$ cat config.mk
export PLATFORM = sky130hd
export DESIGN_NAME = harris_grad_accum
export DESIGN_NICKNAME = d
export VERILOG_FILES = /design/src/rtl/harris_grad_accum_pkg.sv /design/src/rtl/harris_grad_accum_sobel_clamp.sv /design/src/rtl/harris_grad_accum.sv
export SDC_FILE = /design/constraint.sdc
export NUM_CORES = 1
export LEC_CHECK = 0
export CORE_UTILIZATION = 26
export CTS_CLUSTER_DIAMETER = 150
export DETAILED_ROUTE_END_ITERATION = 10
export PLACE_DENSITY = 0.4
export SETUP_SLACK_MARGIN = 0.5
export SYNTH_ARGS = -nofsm -noshare
export SYNTH_HDL_FRONTEND = slang
export SYNTH_SLANG_ARGS = --single-unit
export TNS_END_PERCENT = 10
$ cat constraint.sdc
create_clock -name clk -period 5.5 [get_ports clk]
set_input_delay 0.55 -clock clk [delete_from_list [all_inputs] [get_ports clk]]
set_output_delay 0.55 -clock clk [all_outputs]
set_load 0.01 [all_outputs]
$ cat src/rtl/harris_grad_accum_pkg.sv
// Shared constants, window indices, clamp helper and tensor type for the
// Harris structure-tensor accumulator.
package harris_pkg;

  localparam int unsigned HARRIS_W     = 16;
  localparam int unsigned HARRIS_CLAMP = 255;
  localparam int unsigned HARRIS_SHIFT = 7;

  localparam int unsigned P0 = 0;
  localparam int unsigned P1 = 1;
  localparam int unsigned P2 = 2;
  localparam int unsigned P3 = 3;
  localparam int unsigned P4 = 4;
  localparam int unsigned P5 = 5;
  localparam int unsigned P6 = 6;
  localparam int unsigned P7 = 7;
  localparam int unsigned P8 = 8;

  typedef struct packed {
    logic signed [HARRIS_W-1:0] xx;
    logic signed [HARRIS_W-1:0] yy;
    logic signed [HARRIS_W-1:0] xy;
  } tensor_t;

  // smin(x, bound) then smax(., -bound); operands are sign-extended to 32 bits
  function automatic logic signed [31:0] sclamp(input logic signed [31:0] x,
                                                input logic signed [31:0] bound);
    logic signed [31:0] t;
    t = (x > bound) ? bound : x;
    return (t < -bound) ? -bound : t;
  endfunction

endpackage

$ cat src/rtl/harris_grad_accum_sobel_clamp.sv
// Combinational Sobel gx/gy over a row-major 3x3 window, W-bit wrapping,
// clamped to [-CLAMP, CLAMP]. W must not exceed 32.
module harris_sobel_clamp
  import harris_pkg::*;
#(
  parameter int unsigned W     = HARRIS_W,
  parameter int unsigned CLAMP = HARRIS_CLAMP
) (
  input  logic [9*W-1:0] win,
  output logic [W-1:0]   gx,
  output logic [W-1:0]   gy
);

  logic [W-1:0]        p0, p1, p2, p3, p5, p6, p7, p8;
  logic signed [W-1:0] gx_raw, gy_raw;
  logic                unused_center;

  assign p0 = win[P0*W +: W];
  assign p1 = win[P1*W +: W];
  assign p2 = win[P2*W +: W];
  assign p3 = win[P3*W +: W];
  assign p5 = win[P5*W +: W];
  assign p6 = win[P6*W +: W];
  assign p7 = win[P7*W +: W];
  assign p8 = win[P8*W +: W];

  // The Sobel kernels have a zero centre tap.
  assign unused_center = ^win[P4*W +: W];

  always_comb begin
    gx_raw = (p2 + (p5 << 1) + p8) - (p0 + (p3 << 1) + p6);
    gy_raw = (p6 + (p7 << 1) + p8) - (p0 + (p1 << 1) + p2);
    gx     = W'(sclamp(32'(gx_raw), 32'(CLAMP)));
    gy     = W'(sclamp(32'(gy_raw), 32'(CLAMP)));
  end

endmodule

$ cat src/rtl/harris_grad_accum.sv
// Streaming Harris structure-tensor unit: Sobel+clamp, scaled xx/yy/xy
// products, and a per-group accumulator with valid/ready on both sides.
module harris_grad_accum
  import harris_pkg::*;
#(
  parameter int unsigned W       = HARRIS_W,
  parameter int unsigned CLAMP   = HARRIS_CLAMP,
  parameter int unsigned SHIFT   = HARRIS_SHIFT,
  parameter int unsigned ACC_LEN = 9
) (
  input  logic           clk,
  input  logic           rst_n,
  input  logic           flush,
  input  logic           in_valid,
  output logic           in_ready,
  input  logic [9*W-1:0] in_win,
  output logic           out_valid,
  input  logic           out_ready,
  output logic [W-1:0]   out_xx,
  output logic [W-1:0]   out_yy,
  output logic [W-1:0]   out_xy
);

  localparam int unsigned   CW   = $clog2(ACC_LEN + 1);
  localparam logic [CW-1:0] LAST = CW'(ACC_LEN - 1);

  typedef struct packed {
    logic signed [W-1:0] xx;
    logic signed [W-1:0] yy;
    logic signed [W-1:0] xy;
  } chan_t;

  logic                stall;
  logic [W-1:0]        gx_c, gy_c;
  logic                v1, v2;
  logic signed [W-1:0] gx1, gy1;
  logic signed [W-1:0] mxx, myy, mxy;
  chan_t               prod, acc, acc_nxt;
  logic [CW-1:0]       cnt;

  assign stall    = out_valid && !out_ready;
  assign in_ready = !stall;

  harris_sobel_clamp #(
    .W     (W),
    .CLAMP (CLAMP)
  ) u_sobel (
    .win (in_win),
    .gx  (gx_c),
    .gy  (gy_c)
  );

  always_ff @(posedge clk or negedge rst_n) begin
    if (!rst_n) begin
      v1  <= 1'b0;
      gx1 <= '0;
      gy1 <= '0;
    end else if (flush) begin
      v1 <= 1'b0;
    end else if (!stall) begin
      v1  <= in_valid;
      gx1 <= gx_c;
      gy1 <= gy_c;
    end
  end

  // Products keep only the low W bits before the arithmetic shift.
  always_comb begin
    mxx = gx1 * gx1;
    myy = gy1 * gy1;
    mxy = gx1 * gy1;
  end

  always_ff @(posedge clk or negedge rst_n) begin
    if (!rst_n) begin
      v2   <= 1'b0;
      prod <= '0;
    end else if (flush) begin
      v2 <= 1'b0;
    end else if (!stall) begin
      v2      <= v1;
      prod.xx <= mxx >>> SHIFT;
      prod.yy <= myy >>> SHIFT;
      prod.xy <= mxy >>> SHIFT;
    end
  end

  always_comb begin
    acc_nxt.xx = ((cnt == '0) ? '0 : acc.xx) + prod.xx;
    acc_nxt.yy = ((cnt == '0) ? '0 : acc.yy) + prod.yy;
    acc_nxt.xy = ((cnt == '0) ? '0 : acc.xy) + prod.xy;
  end

  // A drained result and a freshly completed group may share a cycle;
  // the later assignment keeps out_valid high with the new data.
  always_ff @(posedge clk or negedge rst_n) begin
    if (!rst_n) begin
      cnt       <= '0;
      acc       <= '0;
      out_valid <= 1'b0;
      out_xx    <= '0;
      out_yy    <= '0;
      out_xy    <= '0;
    end else if (flush) begin
      cnt       <= '0;
      acc       <= '0;
      out_valid <= 1'b0;
    end else begin
      if (out_valid && out_ready) begin
        out_valid <= 1'b0;
      end
      if (v2 && !stall) begin
        if (cnt == LAST) begin
          out_xx    <= acc_nxt.xx;
          out_yy    <= acc_nxt.yy;
          out_xy    <= acc_nxt.xy;
          out_valid <= 1'b1;
          cnt       <= '0;
        end else begin
          acc <= acc_nxt;
          cnt <= cnt + 1'b1;
        end
      end
    end
  end

endmodule

Word-level counts from Yosys, hierarchy flattened
Index checks and enable logic that the tools add are counted.
{ "classes": {"muxes": 21, "n_mul": 3, "n_eq_ne": 3, "magnitude_cmp": 4, "n_reduce_logical": 10, "n_addsub": 14, "bitwise_logic": 2} }
{ "op_table": {"columns": ["op", "n"], "rows": [
  ["adder 16 bit", 11],
  ["two-way mux 48 bit", 3],
  ["two-way mux 16 bit", 5],
  ["less-than comparator 32 x 9 -> 1 bit, second input constant", 2],
  ["two-way mux 32 bit", 2],
  ["multiplier 16 x 16 -> 16 bit", 3],
  ["greater-than comparator 16 x 9 -> 1 bit, second input constant", 2],
  ["subtractor 16 bit", 2],
  ["two-way mux 4 bit", 3],
  ["two-way mux 1 bit", 8],
  ["adder 4 x 1 -> 4 bit, second input constant", 1],
  ["== test 4 bit, second input constant", 1],
  ["logical NOT 4 bit", 1],
  ["inequality test 2 bit, second input constant", 2],
  ["AND reduction 2 bit", 2],
  ["logical AND 1 bit", 3],
  ["AND reduction 3 bit", 1],
  ["logical NOT 1 bit", 2],
  ["NOT 1 bit", 2],
  ["nonzero test 2 bit", 1]
]} }
{ "totals": {"output_inout_bits": 50, "in_bits": 149, "regBits": 162, "wordCells": 72} }

Depth between registers and ports, before layout
{ "logic_depth": {"word_depth": 7, "mapped_depth": 24, "ltp_nobuf": 23} }

Hierarchy
Synthesis repeated with hierarchy kept, for this count alone.
{ "unflattened": {"hier_cells": 2610, "hier_area_um2": 23927.9} }
{ "by_module_without_submodules": {"columns": ["module", "area_each_um2", "seq_area_each_um2", "cells_each", "n_inst"], "rows": [
  ["harris_grad_accum", 18850.6, 4053.9, 2040, 1],
  ["harris_sobel_clamp", 5077.4, 0.0, 570, 1]
]} }

Least setup slack after synthesis
No wires, ideal clock.
{ "synth_timing": {"path_kind": "reg2reg", "from": "reg gy1[6]", "to": "reg prod[8] (netlist name)", "path_stages_with_launch": 23, "slack_ns": 0.062, "synth_period_minus_slack_ns": 5.438, "setup_ns": 0.133, "required_ns": 5.367, "t_arrival_ns": 5.305, "path_buffers": 2, "path_cell_list": "dfrtp_1 clkbuf_1 clkbuf_1 nand2_1 fa_1 inv_1 fa_1 inv_1 fa_1 inv_1 fa_1 inv_1 fa_1 inv_1 fa_1 xor2_1 xnor2_1 xnor2_1 xnor2_1 xnor2_1 xnor2_1 xnor2_1 o21ai_0"} }
{ "synth_via": {"elab_chain_len": 1} }
{ "synth_rtl": {"columns": ["element", "line", "text"], "rows": [
  ["start, declared", "harris_grad_accum.sv:36", "logic signed [W-1:0] gx1, gy1;"],
  ["start signal, assigned", "harris_grad_accum.sv:63", "gy1 <= gy_c;"],
  ["multiplier 16 x 16 -> 16 bit", "harris_grad_accum.sv:71", "mxy = gx1 * gy1;"]
]} }
No other way between the ends.
A chain may end at the register's enable or synchronous reset.

Worst setup path in the final report
{ "layout_timing": {"from": "reg gx1[11]", "to": "reg prod[8] (netlist name)"} }
{ "layout_via": {"elab_chain_len": 1} }
{ "layout_rtl": {"columns": ["element", "line", "text"], "rows": [
  ["start, declared", "harris_grad_accum.sv:36", null],
  ["start signal, assigned", "harris_grad_accum.sv:62", "gx1 <= gx_c;"],
  ["multiplier 16 x 16 -> 16 bit", "harris_grad_accum.sv:71", null]
]} }
No other way between the ends.

==> metrics <==
DPL Wire Length=about 50000 µm; Fin Clk Skew=0.0144 ns; slowest stage cell, crit path=fa_1; most common flop cell mapped by yosys=dfrtp_1; final net count=3769; CP top delay family=adder cells; CTS Buf Count=17; Synth area leaders=fa_1 28%, dfrtp_1 17%, ha_1 13%; DR vias=18100; Max Fanout on Critical Path=5; area share of the largest cell type after synthesis=27.8%; Routed WL per cell=around 14 µm; clock sinks=162; Startpoint Class=flip-flop; Reg clk slew, reported paths=approximately 0.080 ns; Initial Util=26.3%; Placed Instances=4148; period utilization=a little over nine tenths; final instance area=slightly above 30000 µm²; IO Pins=between 150 and 200; number of global-route vias before repair=20200; Worst-Skew Late Latency=0.48 ns; Post-Route WL=59900 µm; hold buffers post-CTS=0; Final Max Slew Viols=0; CTS Buffer Depth=2; most used cell, CP=fa_1; cell with the most instances after synthesis=inv_1; worst hold path class=in -> async; flops & latches, synth=about 160; Critical Path, Cell by Cell=nand2_1 -> fa_1 -> inv_1 -> fa_1 -> inv_1 -> fa_1 -> inv_1 -> fa_1 -> inv_2 -> fa_1 -> inv_1 -> fa_2 -> xor2_2 -> xnor2_2 -> xnor2_1 -> xnor2_1 -> xnor2_1 -> xnor2_1 -> buf_4 -> xnor2_2 -> o21ai_1; die area=92200 µm²; initial antenna violation count=2; gr usage total=13.5%; H-Tree Depth=4; Yosys top cell by area=fa_1; GRT overflow=0; worst setup path category=reg -> reg; final hold viol count=0; r2r setup slk=0.28 ns; unrepaired setup endpoints after global routing=true; Syn Inst Count=2633; Ys Warns=0; Final min period=5.22 ns; core area=90000 µm²; Max Fclk=around 190 MHz; sequential area share after synthesis=17.1%; die height=a little over 300 µm; Placed Area=roughly 29000 µm²; ys async rst share=100%; critical path endpoint category=flip-flop; status=finished, final reports clean; critical path data required time=a little under 6 ns; setup tns final=0 ns; Initial DRC Count=between 500 and 600; first-pass detailed-route iteration total=5; number of max-cap violations=0; Routed Antenna Nets=0; Area growth syn-to-layout=27.5%; Avg Inst Size Synth=8.98 µm²; EDFF count, synth=0; relative slew slack=roughly 36%; row cnt=110; largest net degree at the start of global routing=101; Mapped Area=23700 µm²; final count of negative-setup-slack endpoints=0; root buf cell=clkbuf_16; first-pass GRT wire length=101000 µm; share of layout cells above drive strength 1=between 15 and 20%; crit path DAT=5.59 ns; CP bufs+invs=6; Mapped Nets=3364; gpl congestion=0.802; Max stage delay on crit path=around 0.54 ns; Worst-Margin Slew=0.966 ns; width of the die=304 µm; IO Port Bufs=178; fin cells=between 4000 and 5000; # DRC=0; via density per instance=4.28; CTS tree=built; Post-synth top cells=618 x inv_1, 329 x fa_1, 274 x nand2_1, 253 x ha_1, 166 x and2_1; Yosys cell types=between 60 and 70
==> area by class of cell <==
cell class                      instances  area (µm²)
Antenna cell                            2        5.00
Clock buffer                           18         439
Clock inverter                         14         143
Fill cell                            9484       59900
Inverter                              618        2320
Multi-Input combinational cell       1768       17400
Sequential cell                       162        4070
Tap cell                             1176        1470
Timing Repair Buffer                  471        4310
==> routing by layer <==
layer / wire length [µm] / track usage (%)
met1: 27200 / 17.1
met2: 29900 / 24.4
met3: 1660 / 1.73
met4: 1070 / 3.21
met5: 27 / 0
==> placed cells by master (no fill, tap or decap), types with 18 or more instances in the layout <==
master,netlist,layout
clkbuf_16,0,18
buf_4,0,250
o21a_1,26,25
a21o_1,22,22
nor2_1,71,68
mux2_2,41,41
fa_1,329,322
nor3_1,24,23
and2_1,166,155
dfrtp_1,162,148
o21ai_0,84,73
buf_6,1,23
clkdlybuf4s50_1,0,176
nand3_1,23,23
xnor2_1,113,108
ha_1,253,238
a21oi_1,112,107
nand2_1,274,263
inv_2,0,20
inv_1,618,597
xor2_1,42,41
a211oi_1,23,20
==> per-stage QoR <==
stage / util, % / setup WS, ns / hold slack [ns]
finish: 33.5 / 0.278 / 0.174
global route: 33.5 / 0.0468 / 0.240
CTS: 33.1 / 0.283 / 0.192
detailed placement: 31.8 / -0.188 / 0.478
global placement: 31.8 / -0.184 / 0.472
floorplan: - / 0.432 / 0.254
==> cell families (layout without fill, tap and decap cells) <==
logic type	count (synthesis)	in the layout	share of synthesized area (%)
AOI/OAI and AO/OA	358	358	9.69
xor gates and xnor gates	155	155	5.74
adders and majority gates	582	582	41.2
buffers and inverters	703	1121	11.2
DFF	162	162	17.1
muxes	49	49	2.30
other	0	2	0
and+or+nand+nor	624	624	12.7
==> worst paths after layout <==
kind                       depth (start not counted)  startpoint          to
min in group clk                                   2  out_yy[14]  out_yy[14]
max                                               21     gx1[11]     prod[8]
max in group asynchronous                          2       rst_n      gy1[8]
min reg2reg                                        2  out_yy[14]  out_yy[14]
min                                                1       rst_n     acc[40]
max reg2reg                                       21     gx1[11]     prod[8]
==> flip-flops by register name, indices dropped and copies added, names as in the netlist <==
signal     flops
v2             1
out_xx        16
out_xy        16
cnt            4
v1             1
gy1           16
gx1           16
out_valid      1
acc           48
out_yy        16
prod          27
==> what timing repair did <==
action	CTS	global route
gates cloned	0	1
buffers inserted	30	16
endpoints found under the setup margin	26	51
resized for setup	93	62
pin swaps	56	54
Power is left out: the tool's default activity adds up to more than one toggle a clock period on the data nets, which glitch-free logic cannot reach.
==> edit 1, RTL diff (config.mk and constraints unchanged) <==
Reset style: synchronous (`rst_n`), changed in 3 clocked blocks.
--- a/src/rtl/harris_grad_accum.sv
+++ b/src/rtl/harris_grad_accum.sv
@@ -52,3 +52,3 @@
 
-  always_ff @(posedge clk or negedge rst_n) begin
+  always_ff @(posedge clk) begin
     if (!rst_n) begin
@@ -73,3 +73,3 @@
 
-  always_ff @(posedge clk or negedge rst_n) begin
+  always_ff @(posedge clk) begin
     if (!rst_n) begin
@@ -95,3 +95,3 @@
   // the later assignment keeps out_valid high with the new data.
-  always_ff @(posedge clk or negedge rst_n) begin
+  always_ff @(posedge clk) begin
     if (!rst_n) begin
Behaviour: no difference found for any inputs over 10 cycles, from zero or initial values and one cycle with rst_n low; that may be too few to reach the edited logic, so the function may still have changed.
==> edit 1 against the original RTL <==
- the run now ends with DRC left
- routed wire length increased by 8.7%
- setup slack got worse by 0.071 ns
- sequential cell count did not move
- maximum frequency down 1.3%
- clock skew increased by 0.0098 ns
- count of clock-buffer cells in the layout stayed put
- design area shrank 3.4%
- area after synthesis down 1.4%
- via count is 3.4% higher
- critical path type unchanged
- critical endpoint is now prod[8]$_SDFFE_PN0P_
Power is left out: it rests on default switching activity, and per cell area and clock period it moved more than threefold.
==> edit 1: results <==
group,metric,value,unit
placement,post-place-cells,4194,
drt,drt_iter0_markers,625,
drt,finalWirelength,65100,um
worst_setup_path,critPathArrivalTime,5.66,ns
yosys,ys_types,83,
yosys,ys.flop_type,"dfxtp_1",
yosys,syn-num-nets,3502,
worst_setup_path,rr_worst_depth,21,
yosys,seq_area_frac_synth,13.9,%
hold_path,hp-class,"reg2reg",
worst_setup_path,r2r-start,"gx1[3]$_SDFFE_PN0P_",
worst_setup_path,path_max_fanout,13,
placement,place_congestion,0.797,
global_route,antenna_found_initial,1,
yosys,yosys-top-cells-count,"inv_1, fa_1, nand2_1, ha_1, and2_1",
sta,relSlewSlack,24.6,%
placement,dp_hpwl,52500,um
worst_setup_path,r2r-end,"prod[8]$_SDFFE_PN0P_",
drt,vias_per_cell,4.40,
global_route,track_usage,14.6,%
global_route,grt_pass1_vias,19992,
clock_tree,cts_buffers,17,
worst_setup_path,reg2reg_slack,0.21,ns
final_layout,insertedDiodeCount,0,
yosys,synth_area_leaders,"fa_1, dfxtp_1, ha_1",
status,violations,"DRC",
drt,drcViolationCount,6,
drt,first_pass_iters,10,
drt,num_vias,18693,
status,status,"complete, but fails checks",
global_route,grt_max_degree,51,
final_layout,drive_above_1_share,12.7,%
sta,skew,0.0242,ns
global_route,grt_pass1_wl,105000,um
yosys,syn_avg_cell_area,8.42,um^2
final_layout,nets,3804,
==> edit 1: cell types whose count changed after synthesis, moves of 26 or more <==
cell,unedited run,this run
dfrtp_1,162,0
dfxtp_1,0,162
nor2_1,71,129
mux2_2,41,1
inv_1,618,592
nand3_1,23,49
==> edit 1: kinds of logic after synthesis <==
group,count (synthesis),synth area share (%)
AND/OR/NAND/NOR,800,16.8
buffers and inverters,695,11.3
multiplexers,10,0.435
flip-flops,162,13.9
XOR/XNOR,146,5.48
AO/OA/AOI/OAI,376,10.2
adder cells (fa/ha/maj),582,41.8
==> edit 1: worst max-delay path by stage <==
stage                        startpoint                   end  depth (start not counted)
floorplan           gy1[1]$_SDFFE_PN0P_  prod[6]$_SDFFE_PN0P_                         21
global placement             in_win[49]  gx1[15]$_SDFFE_PN0P_                         18
detailed placement  gy1[3]$_SDFFE_PN0P_  prod[8]$_SDFFE_PN0P_                         21
CTS                 gx1[5]$_SDFFE_PN0P_  prod[8]$_SDFFE_PN0P_                         21
global route        gx1[2]$_SDFFE_PN0P_  prod[8]$_SDFFE_PN0P_                         21
finish              gx1[3]$_SDFFE_PN0P_  prod[8]$_SDFFE_PN0P_                         21
==> edit 1: routing by layer <==
metal	global-route usage, %	share of wire [%]	vias to the layer above
li1	-	-	9265
met2	26.1	50	198
met3	1.68	2.3	35
met1	18.9	46	9195
met5	0	0	-
met4	2.77	1.1	0
==> edit 1: cell type report <==
class                           count  area (um^2)
Timing Repair Buffer              385         3650
Sequential cell                   162         3290
Clock buffer                       18          439
Tap cell                         1165         1460
Fill cell                        9383        59500
Clock inverter                     14          156
Inverter                          593         2230
Multi-Input combinational cell   1914        17900
==> edit 1: timing repair <==
action | 4_1_cts | 5_1_grt
setup buffers | 16 | 6
setup endpoints to repair | 40 | 45
pin swaps | 53 | 29
resized for setup | 89 | 63
gates cloned | 1 | 2
==> edit 1: through the flow <==
step	setup WS [ns]	setup TNS, ns	area (um^2)	hold slack [ns]	util, %
floorplan	0.471	0	23400	0.432	-
global placement	-0.137	-2.09	27700	0.438	31.3
detailed placement	-0.165	-2.47	27700	0.442	31.3
CTS	0.156	0	28800	0.452	32.5
global route	-0.0192	-0.0192	29100	0.472	32.9
finish	0.207	0	29100	0.451	32.9
==> edit 1: worst max-delay path: stages (launching register included) <==
cell and delay, ns:
dfxtp_2 0.33, buf_12 0.14, buf_8 0.16, and2_1 0.17, fa_1 0.42, inv_1 0.09
fa_1 0.42, inv_1 0.08, fa_1 0.44, fa_1 0.54, inv_1 0.05, fa_1 0.49
fa_2 0.44, xnor2_2 0.15, xnor2_1 0.20, xnor2_1 0.16, xnor2_1 0.11, xnor2_1 0.26
xnor2_2 0.19, buf_4 0.17, xnor2_2 0.09, a21oi_1 0.07
==> edit 2, RTL diff (same flow settings) <==
Without the edit above. `P3`: 3 -> 2.
--- a/src/rtl/harris_grad_accum_pkg.sv
+++ b/src/rtl/harris_grad_accum_pkg.sv
@@ -11,3 +11,3 @@
   localparam int unsigned P2 = 2;
-  localparam int unsigned P3 = 3;
+  localparam int unsigned P3 = 2;
   localparam int unsigned P4 = 4;
Formal check against the unedited RTL: same outputs for any inputs over 4 cycles, from zero or initial values and one cycle with rst_n low; that may be too few to reach the edited logic, so the function may still have changed.
==> edit 2 against the original RTL <==
- sequential share of layout area up 0.40 points
- setup slack worse by 0.22 ns
- first-iteration DRC count up 7.2%
- sequential cell count unchanged
- design area down 3.1%
- hold slack worse by 0.071 ns
- area after synthesis about the same
- core utilization down 1.0 points
- routed wire length up 0.35%
Power is left out: the tool's default activity adds up to more than one toggle a clock period on the data nets, which glitch-free logic cannot reach.
==> edit 2: results <==
group,metric,value,unit
status,status,"finished, final reports clean",
worst_setup_path,critPathArrivalTime,5.80,ns
final_layout,nets,3705,
worst_setup_path,rr_worst_depth,19,
yosys,synth_warnings,0,
placement,post_dp_cell_area,0.0279,mm^2
placement,post-place-cells,4108,
worst_setup_path,path_max_fanout,9,
final_layout,largest_registers,"acc (48), prod (27)",
final_layout,stdcell_count,4162,
drt,vias_per_cell,4.32,
global_route,track_usage,13.8,%
placement,pre_cts_ws,-0.200,ns
global_route,antenna_found_initial,0,
worst_setup_path,r2r-start,"gy1[6]$_DFFE_PN0P_",
yosys,synth.area.mux_share,0.212,%
sta,relSlewSlack,36.7,%
yosys,synth_area_leaders,"fa_1, dfrtp_1, ha_1",
drt,finalWirelength,60100,um
yosys,ys_types,79,
yosys,seq_area_frac_synth,17.2,%
yosys,yosys-top-cells-count,"inv_1, nand2_1, fa_1, ha_1, dfrtp_1",
yosys,synth_compound_area_share,9.57,%
clock_tree,cts_buffers,17,
clock_tree,cts_setup_buffers,10,
yosys,syn_avg_cell_area,8.82,um^2
sta,whs,0.103,ns
global_route,grt_pass1_vias,19445,
final_layout,insertedDiodeCount,0,
placement,place_congestion,0.809,
final_layout,drive_above_1_share,12.0,%
global_route,grt.overflow.total,0,
placement,numPortBuffers,163,
yosys,syn-num-nets,3411,
yosys,synthAdderAreaFrac,41.3,%
yosys,synth_xor_area_share,5.74,%
global_route,grt_pass1_wl,101000,um
sta,setup_ws,0.0554,ns
drt,drt_iter0_markers,569,
sta,skew,0.0128,ns
global_route,grt_max_degree,77,
clock_tree,post_cts_resized,46,
placement,dp_hpwl,49900,um
## edit 2: cell count changes after synthesis, sizes merged, moves of 10 or more
cell	change
nand2	+108
and2	-57
nor2b	+55
mux2	-42
inv	-35
a21oi	-19
or3	+12
clkbuf	+10
o211ai	+10
## edit 2: critical path, cell delays in order, from the launching register on
cell,delay [ns]
dfrtp_2,0.45
buf_6,0.18
nand2_2,0.07
fa_1,0.49
inv_1,0.06
fa_1,0.53
inv_1,0.05
fa_1,0.45
fa_1,0.52
inv_1,0.06
fa_1,0.50
fa_1,0.42
ha_2,0.20
or3_1,0.32
nor3_2,0.13
buf_4,0.15
nor3_2,0.04
a2111oi_2,0.37
xnor2_1,0.23
o21ai_1,0.09
## edit 2: worst max path at each step
stage	start	to	cells after the start
2_1_floorplan	gx1[6]$_DFFE_PN0P_	prod[8]$_DFFE_PN0P_	19
3_3_place_gp	gx1[7]$_DFFE_PN0P_	prod[7]$_DFFE_PN0P_	19
3_5_place_dp	gx1[7]$_DFFE_PN0P_	prod[7]$_DFFE_PN0P_	19
4_1_cts	gy1[3]$_DFFE_PN0P_	prod[8]$_DFFE_PN0P_	20
5_1_grt	gy1[5]$_DFFE_PN0P_	prod[8]$_DFFE_PN0P_	23
6_report	gy1[6]$_DFFE_PN0P_	prod[8]$_DFFE_PN0P_	19
## edit 2: final cells by class
class                           count  area (um^2)
Multi-Input combinational cell   1842        17500
Clock buffer                       18          439
Clock inverter                     13          224
Tap cell                         1176         1470
Fill cell                        9513        60800
Inverter                          583         2190
Timing Repair Buffer              368         3390
Sequential cell                   162         4070
## edit 2: layer usage
layer	track usage, %	share of wire (%)	vias up
met5	0	0	-
li1	-	-	8900
met2	24.6	51	178
met3	1.68	1.9	29
met1	17.7	46	8868
met4	3.01	1.1	0
